`src/rtl/multi_channel_average_pkg.sv`:
```
// Shared types and defaults for the multi-channel frame averager.
package multi_channel_average_pkg;

    typedef enum logic [1:0] {
        StIdle,
        StAccum,
        StDone
    } avg_state_e;

    localparam int unsigned DefaultAdcWidth = 14;

endpackage

```
`src/rtl/multi_channel_average_avg_channel_acc.sv`:
```
// One channel of the averager: accumulator, mean shift, pedestal store and,
// with AVG_PED_SUBTRACT_EN defined, a clamping pedestal subtractor.
module multi_channel_average_avg_channel_acc #(
    parameter int unsigned ADC_WIDTH    = 14,
    parameter int unsigned LOG2_SAMPLES = 8
) (
    input  logic                               clk,
    input  logic                               reset,
    input  logic                               clear,
    input  logic                               add,
    input  logic                               capture,
    input  logic                               ped_frame,
    input  logic [ADC_WIDTH-1:0]               sample,
    output logic [ADC_WIDTH-1:0]               acc_low,
    output logic [ADC_WIDTH+LOG2_SAMPLES-1:0]  sum,
    output logic [ADC_WIDTH-1:0]               mean,
    output logic [ADC_WIDTH-1:0]               pedestal
);

    localparam int unsigned SUM_WIDTH = ADC_WIDTH + LOG2_SAMPLES;

    logic [SUM_WIDTH-1:0] acc_q;
    logic [SUM_WIDTH-1:0] sum_q;
    logic [ADC_WIDTH-1:0] mean_q;
    logic [ADC_WIDTH-1:0] ped_q;
    logic [ADC_WIDTH-1:0] raw_mean;
    logic [ADC_WIDTH-1:0] mean_d;

    assign raw_mean = acc_q[SUM_WIDTH-1:LOG2_SAMPLES];

`ifdef AVG_PED_SUBTRACT_EN
    // Pedestal frames report the raw mean; others subtract the stored dark level.
    always_comb begin
        mean_d = raw_mean;
        if (!ped_frame) begin
            mean_d = (raw_mean > ped_q) ? (raw_mean - ped_q) : '0;
        end
    end
`else
    assign mean_d = raw_mean;
`endif

    always_ff @(posedge clk or posedge reset) begin
        if (reset) begin
            acc_q  <= '0;
            sum_q  <= '0;
            mean_q <= '0;
            ped_q  <= '0;
        end else begin
            if (clear) begin
                acc_q <= '0;
            end else if (add) begin
                acc_q <= acc_q + SUM_WIDTH'(sample);
            end
            if (capture) begin
                sum_q  <= acc_q;
                mean_q <= mean_d;
                if (ped_frame) begin
                    ped_q <= raw_mean;
                end
            end
        end
    end

    assign acc_low  = acc_q[ADC_WIDTH-1:0];
    assign sum      = sum_q;
    assign mean     = mean_q;
    assign pedestal = ped_q;

endmodule

```
`src/rtl/multi_channel_average.sv`:
```
// Frame averager over CHANNELS ADC streams: FSM, input pipe, sample counter and
// checksum. Build with AVG_PED_SUBTRACT_EN to subtract stored pedestals from means.
module multi_channel_average
    import multi_channel_average_pkg::*;
#(
    parameter int unsigned CHANNELS     = 2,
    parameter int unsigned ADC_WIDTH    = DefaultAdcWidth,
    parameter int unsigned LOG2_SAMPLES = 8
) (
    input  logic                                        clk,
    input  logic                                        reset,
    input  logic                                        start,
    input  logic                                        ped_mode,
    input  logic                                        sample_valid,
    input  logic [CHANNELS*ADC_WIDTH-1:0]               adc_in,
    output logic                                        busy,
    output logic                                        result_valid,
    output logic [CHANNELS*(ADC_WIDTH+LOG2_SAMPLES)-1:0] sum,
    output logic [CHANNELS*ADC_WIDTH-1:0]               mean,
    output logic [CHANNELS*ADC_WIDTH-1:0]               pedestal,
    output logic [ADC_WIDTH-1:0]                        contr_sum,
    output logic [LOG2_SAMPLES:0]                       sample_cnt
);

    localparam int unsigned SUM_WIDTH = ADC_WIDTH + LOG2_SAMPLES;
    localparam logic [LOG2_SAMPLES:0] FullCnt = {1'b1, {LOG2_SAMPLES{1'b0}}};

    avg_state_e state_q, state_d;

    logic [CHANNELS*ADC_WIDTH-1:0] adc_q;
    logic                          valid_q;
    logic [LOG2_SAMPLES:0]         cnt_q;
    logic                          ped_frame_q;
    logic                          busy_q;
    logic                          result_valid_q;
    logic [ADC_WIDTH-1:0]          contr_q;

    logic clear;
    logic add;
    logic capture;

    logic [ADC_WIDTH-1:0] acc_low [CHANNELS];
    logic [ADC_WIDTH-1:0] csum;

    always_comb begin
        state_d = state_q;
        clear   = 1'b0;
        add     = 1'b0;
        capture = 1'b0;
        case (state_q)
            StIdle: begin
                if (start) begin
                    state_d = StAccum;
                    clear   = 1'b1;
                end
            end
            StAccum: begin
                // Restart wins over a sample registered in the same cycle.
                if (start) begin
                    clear = 1'b1;
                end else if (cnt_q == FullCnt) begin
                    state_d = StDone;
                end else if (valid_q) begin
                    add = 1'b1;
                end
            end
            StDone: begin
                capture = 1'b1;
                clear   = start;
                state_d = start ? StAccum : StIdle;
            end
            default: state_d = StIdle;
        endcase
    end

    // Low bits suffice: the checksum is taken modulo 2^ADC_WIDTH.
    always_comb begin
        csum = '0;
        for (int c = 0; c < CHANNELS; c++) begin
            csum = csum + acc_low[c];
        end
    end

    always_ff @(posedge clk or posedge reset) begin
        if (reset) begin
            state_q        <= StIdle;
            adc_q          <= '0;
            valid_q        <= 1'b0;
            cnt_q          <= '0;
            ped_frame_q    <= 1'b0;
            busy_q         <= 1'b0;
            result_valid_q <= 1'b0;
            contr_q        <= '0;
        end else begin
            state_q        <= state_d;
            adc_q          <= adc_in;
            valid_q        <= sample_valid;
            busy_q         <= (state_d != StIdle);
            result_valid_q <= capture;
            if (start) begin
                ped_frame_q <= ped_mode;
            end
            if (clear) begin
                cnt_q <= '0;
            end else if (add) begin
                cnt_q <= cnt_q + (LOG2_SAMPLES + 1)'(1);
            end
            if (capture) begin
                contr_q <= csum;
            end
        end
    end

    for (genvar g = 0; g < CHANNELS; g++) begin : g_chan
        multi_channel_average_avg_channel_acc #(
            .ADC_WIDTH   (ADC_WIDTH),
            .LOG2_SAMPLES(LOG2_SAMPLES)
        ) u_acc (
            .clk      (clk),
            .reset    (reset),
            .clear    (clear),
            .add      (add),
            .capture  (capture),
            .ped_frame(ped_frame_q),
            .sample   (adc_q[g*ADC_WIDTH +: ADC_WIDTH]),
            .acc_low  (acc_low[g]),
            .sum      (sum[g*SUM_WIDTH +: SUM_WIDTH]),
            .mean     (mean[g*ADC_WIDTH +: ADC_WIDTH]),
            .pedestal (pedestal[g*ADC_WIDTH +: ADC_WIDTH])
        );
    end

    assign busy         = busy_q;
    assign result_valid = result_valid_q;
    assign contr_sum    = contr_q;
    assign sample_cnt   = cnt_q;

endmodule

```
`config.mk`:
```
export PLATFORM = sky130hd
export DESIGN_NAME = multi_channel_average
export DESIGN_NICKNAME = d
export VERILOG_FILES = /design/src/rtl/multi_channel_average_pkg.sv /design/src/rtl/multi_channel_average_avg_channel_acc.sv /design/src/rtl/multi_channel_average.sv
export SDC_FILE = /design/constraint.sdc
export NUM_CORES = 1
export LEC_CHECK = 0
export CAP_MARGIN = 10
export CORE_MARGIN = 1.5
export CORE_UTILIZATION = 45
export DETAILED_ROUTE_END_ITERATION = 12
export PLACE_DENSITY = 0.7
export REMOVE_ABC_BUFFERS = 1
export SKIP_LAST_GASP = 1
export SYNTH_ARGS = -nofsm -noshare
export SYNTH_HDL_FRONTEND = slang
export SYNTH_SLANG_ARGS = --single-unit
```
`constraint.sdc`:
```
create_clock -name clk -period 7 [get_ports clk]
set_input_delay 1.05 -clock clk [delete_from_list [all_inputs] [get_ports clk]]
set_output_delay 1.05 -clock clk [all_outputs]
set_load 0.05 [all_outputs]
```
==> qor.yml <==
coreArea_sq_um: 18800
n_antenna_cell: 0
netlist_area_sq_um: 8620
finalMaxSlewViolations: 0
critical-path-slowest-cell: "or4_4"
tightest_slew_ns: 1.05
die_x_microns: 141
power.density_nw_per_um2: 239
routed_via_density: 5.39
yosysTopAreaCellShare_pct: 50.2
grt.overflow.total: 0
postCtsHoldBufs: 0
critPathRequiredTime_ns: 7.31
route.detailed.drc: 0
cts_buffers: 17
nFillCells: 1637
rr_worst_depth: 9
fmax_mhz: 308
hold_viol: 0
avgSynthCellArea_sq_um: 10.1
tns_ns: 0
ys_top_cells_by_area: "dfrtp_1 (50%), nand2_1 (7.8%), ha_1 (6.2%), mux2_2 (3.8%), o21ai_0 (3.1%)"
ioPinCount: 158
multi_input_area_sq_um: 3890
cts.sinks: 173
cts_resized: 0
wire_per_inst_microns: 16.3
num_rows: 50
synthFlopType: "dfrtp_1"
cts.path.max_buffers: 2
gr-usage-all-layers_pct: 20.6
rsz0062_at_grt: "no"
htreeDepth: 4
outcome: "finished clean"
ys_types: 61
dieArea_sq_um: 20000
end_kind: "flop"
io_buffers: 157
synth-seq-cells: 173
start_util_pct: 45.9
clkTransAtPathRegs_ns: 0.06
ys_seq_area_share_pct: 50.2
post-cts-setup-buffer-count: 0
yosys.area.top_type: "dfrtp_1"
grt_pass1_vias: 6389
first_pass_iters: 5
holdWs_ns: 0.471
drtIter0Drc: 255
fin_crit_ns: 3.25
insertion_delay_ns: 0.43
antenna_left: 0
ff_latch_area_sq_um: 4330
worst_ir_drop_vdd_mv: 0.193
antenna_found_initial: 0
arrival_ns: 3.56
dpl.hpwl_mm: 13.5
path_cells: "clkdlybuf4s50_1 -> nand2b_2 -> or4_4 -> a31o_4 -> o211ai_2 -> o31ai_2"
postSynthCellCount: 856
grt_max_degree: 76
skew_ns: 0.0109
crit_type: "in2reg"
leakage_nw: 5.19
root_buffer: "clkbuf_16"
vias: 6597
maxCapViolations: 0
slew_headroom_pct: 29.8
max_stage_delay_ns: 0.73
ys_warn_count: 0
hold_depth: 2
hp-class: "reg2reg"
area_growth_pct: 25.2
routed_wl_mm: 20.0
die-height_microns: 141
cts_tree: "built"
finalWeightedCongestion: 0.841
crit_fanout: 55
grt_pass1_wl_mm: 32.7
setup_violations: 0
drive_gt1_share_pct: 8.07
cp-start-kind: "input port"
finalCritPeriodShare_pct: 46.4
async_flop_share_pct: 100
layout.nets: 1059
synth_edf_count: 0
## layout make-up
cell class              count  share of cell area, %
clock inverters             9                   1.04
flip-flops and latches    173                   40.1
multi-input cells         606                   36.1
inverters                  19                  0.707
repair buffers            163                   15.0
well taps                 234                   2.71
clock buffers              21                   4.36
## path summary, 6_finish.rpt
path | slack (ns) | startpoint | to
worst max-delay path | 3.75 | start | g_chan[0].u_acc.acc_q[18]
worst min-delay path | 0.47 | g_chan[1].u_acc.sum[6] | g_chan[1].u_acc.sum[6]
worst max register to register | 3.93 | sample_cnt[0] | g_chan[0].u_acc.acc_q[18]
worst min register to register | 0.47 | g_chan[1].u_acc.sum[6] | g_chan[1].u_acc.sum[6]
max in group asynchronous | 4.83 | reset | contr_sum[13]
min in group asynchronous | 0.94 | reset | valid_q
## cells in the final DEF (no fill, tap or decap), types with 4 or more instances in the layout
cell type        count
nand2_1            178
dfrtp_1            173
clkdlybuf4s50_1    157
o21ai_0             53
ha_1                43
nor2_1              38
nand3_1             32
mux2_2              29
a21oi_1             25
xor2_1              22
a21o_1              20
inv_1               17
clkbuf_16           17
xnor2_1             15
nor3_1              10
o21a_1              10
and3_1               8
mux2i_1              8
nand4_1              8
a211oi_1             7
a31oi_1              7
o31ai_1              7
nand2b_1             6
nor4_1               6
buf_4                6
nor2b_1              5
nand3b_1             5
o21bai_1             5
a211o_1              4
and2_1               4
clkinvlp_4           4
## per-layer routing
metal  vias up  part of all wire [%]  global-route usage (%)
met2       140                    48                    33.9
met1      3226                    47                    27.9
met3        21                   4.0                    4.32
li1       3210                     -                       -
met4         0                   1.2                    5.43
met5         -                     0                       0
## worst max-delay path: cells and delay by family
family,cells,cell delay (ns)
AND/OR/NAND/NOR,2,1.44
buffers and inverters,1,0.55
AO/OA/AOI/OAI,3,0.49
## cells in the mapped netlist (4+ instances only)
cell      number
buf_1          5
xnor2_1       15
o21ai_0       53
nand3b_1       5
and3_1         8
o31ai_1        7
buf_2          4
mux2i_1        8
o21bai_1       5
and2_1         4
inv_1         19
dfrtp_1      173
nand2b_1       8
ha_1          43
nand4_1        8
nor2_1        38
clkbuf_1      20
a211o_1        4
nand2_1      178
buf_4         28
nor2b_1        5
mux2_2        29
o21a_1        10
a21oi_1       25
xor2_1        22
a31oi_1        7
a211oi_1       8
a21o_1        20
nor4_1         6
nand3_1       32
nor3_1        10
## power breakdown
group          switching (W)  internal [W]  total (W)
Clock               0.000393      0.000551   0.000944
Sequential         0.0000727       0.00104    0.00112
Combinational       0.000302      0.000223   0.000524
Total               0.000767       0.00182    0.00258
## kinds of logic (layout without fill, tap and decap cells)
kind of cell    after synthesis  after routing  synth area share (%)
simple gates                315            315                  16.3
fa+ha+maj                    46             46                  6.94
flops                       173            173                  50.2
buf+inv                      77            212                  4.72
compound gates              171            171                  13.4
xor+xnor                     37             37                  3.76
mux                          37             37                  4.72
## state kept, by name, summed over array words and instances (netlist names)
| signal | cells |
|---|---|
| ped_frame_q | 1 |
| g_chan.u_acc.mean | 14 |
| sample_cnt | 9 |
| result_valid | 1 |
| state_q | 2 |
| valid_q | 1 |
| g_chan.u_acc.pedestal | 28 |
| adc_q | 28 |
| g_chan.u_acc.sum | 30 |
| contr_sum | 14 |
| busy | 1 |
| g_chan.u_acc.acc_q | 44 |
## through the flow
step | std cells | setup slack (ns) | area, sq um | total power (W) | utilization (%)
after floorplan | 798 | 1.26 | 8280 | 0.00151 | -
after global placement | 1195 | 3.35 | 10200 | 0.00165 | 54.4
after detailed placement | 1195 | 3.31 | 10200 | 0.00165 | 54.4
after CTS | 1225 | 3.76 | 10800 | 0.00260 | 57.5
after global routing | 1225 | 3.59 | 10800 | 0.00272 | 57.5
final | 1225 | 3.75 | 10800 | 0.00258 | 57.5
No activity file was read; power rests on OpenSTA's default activity.
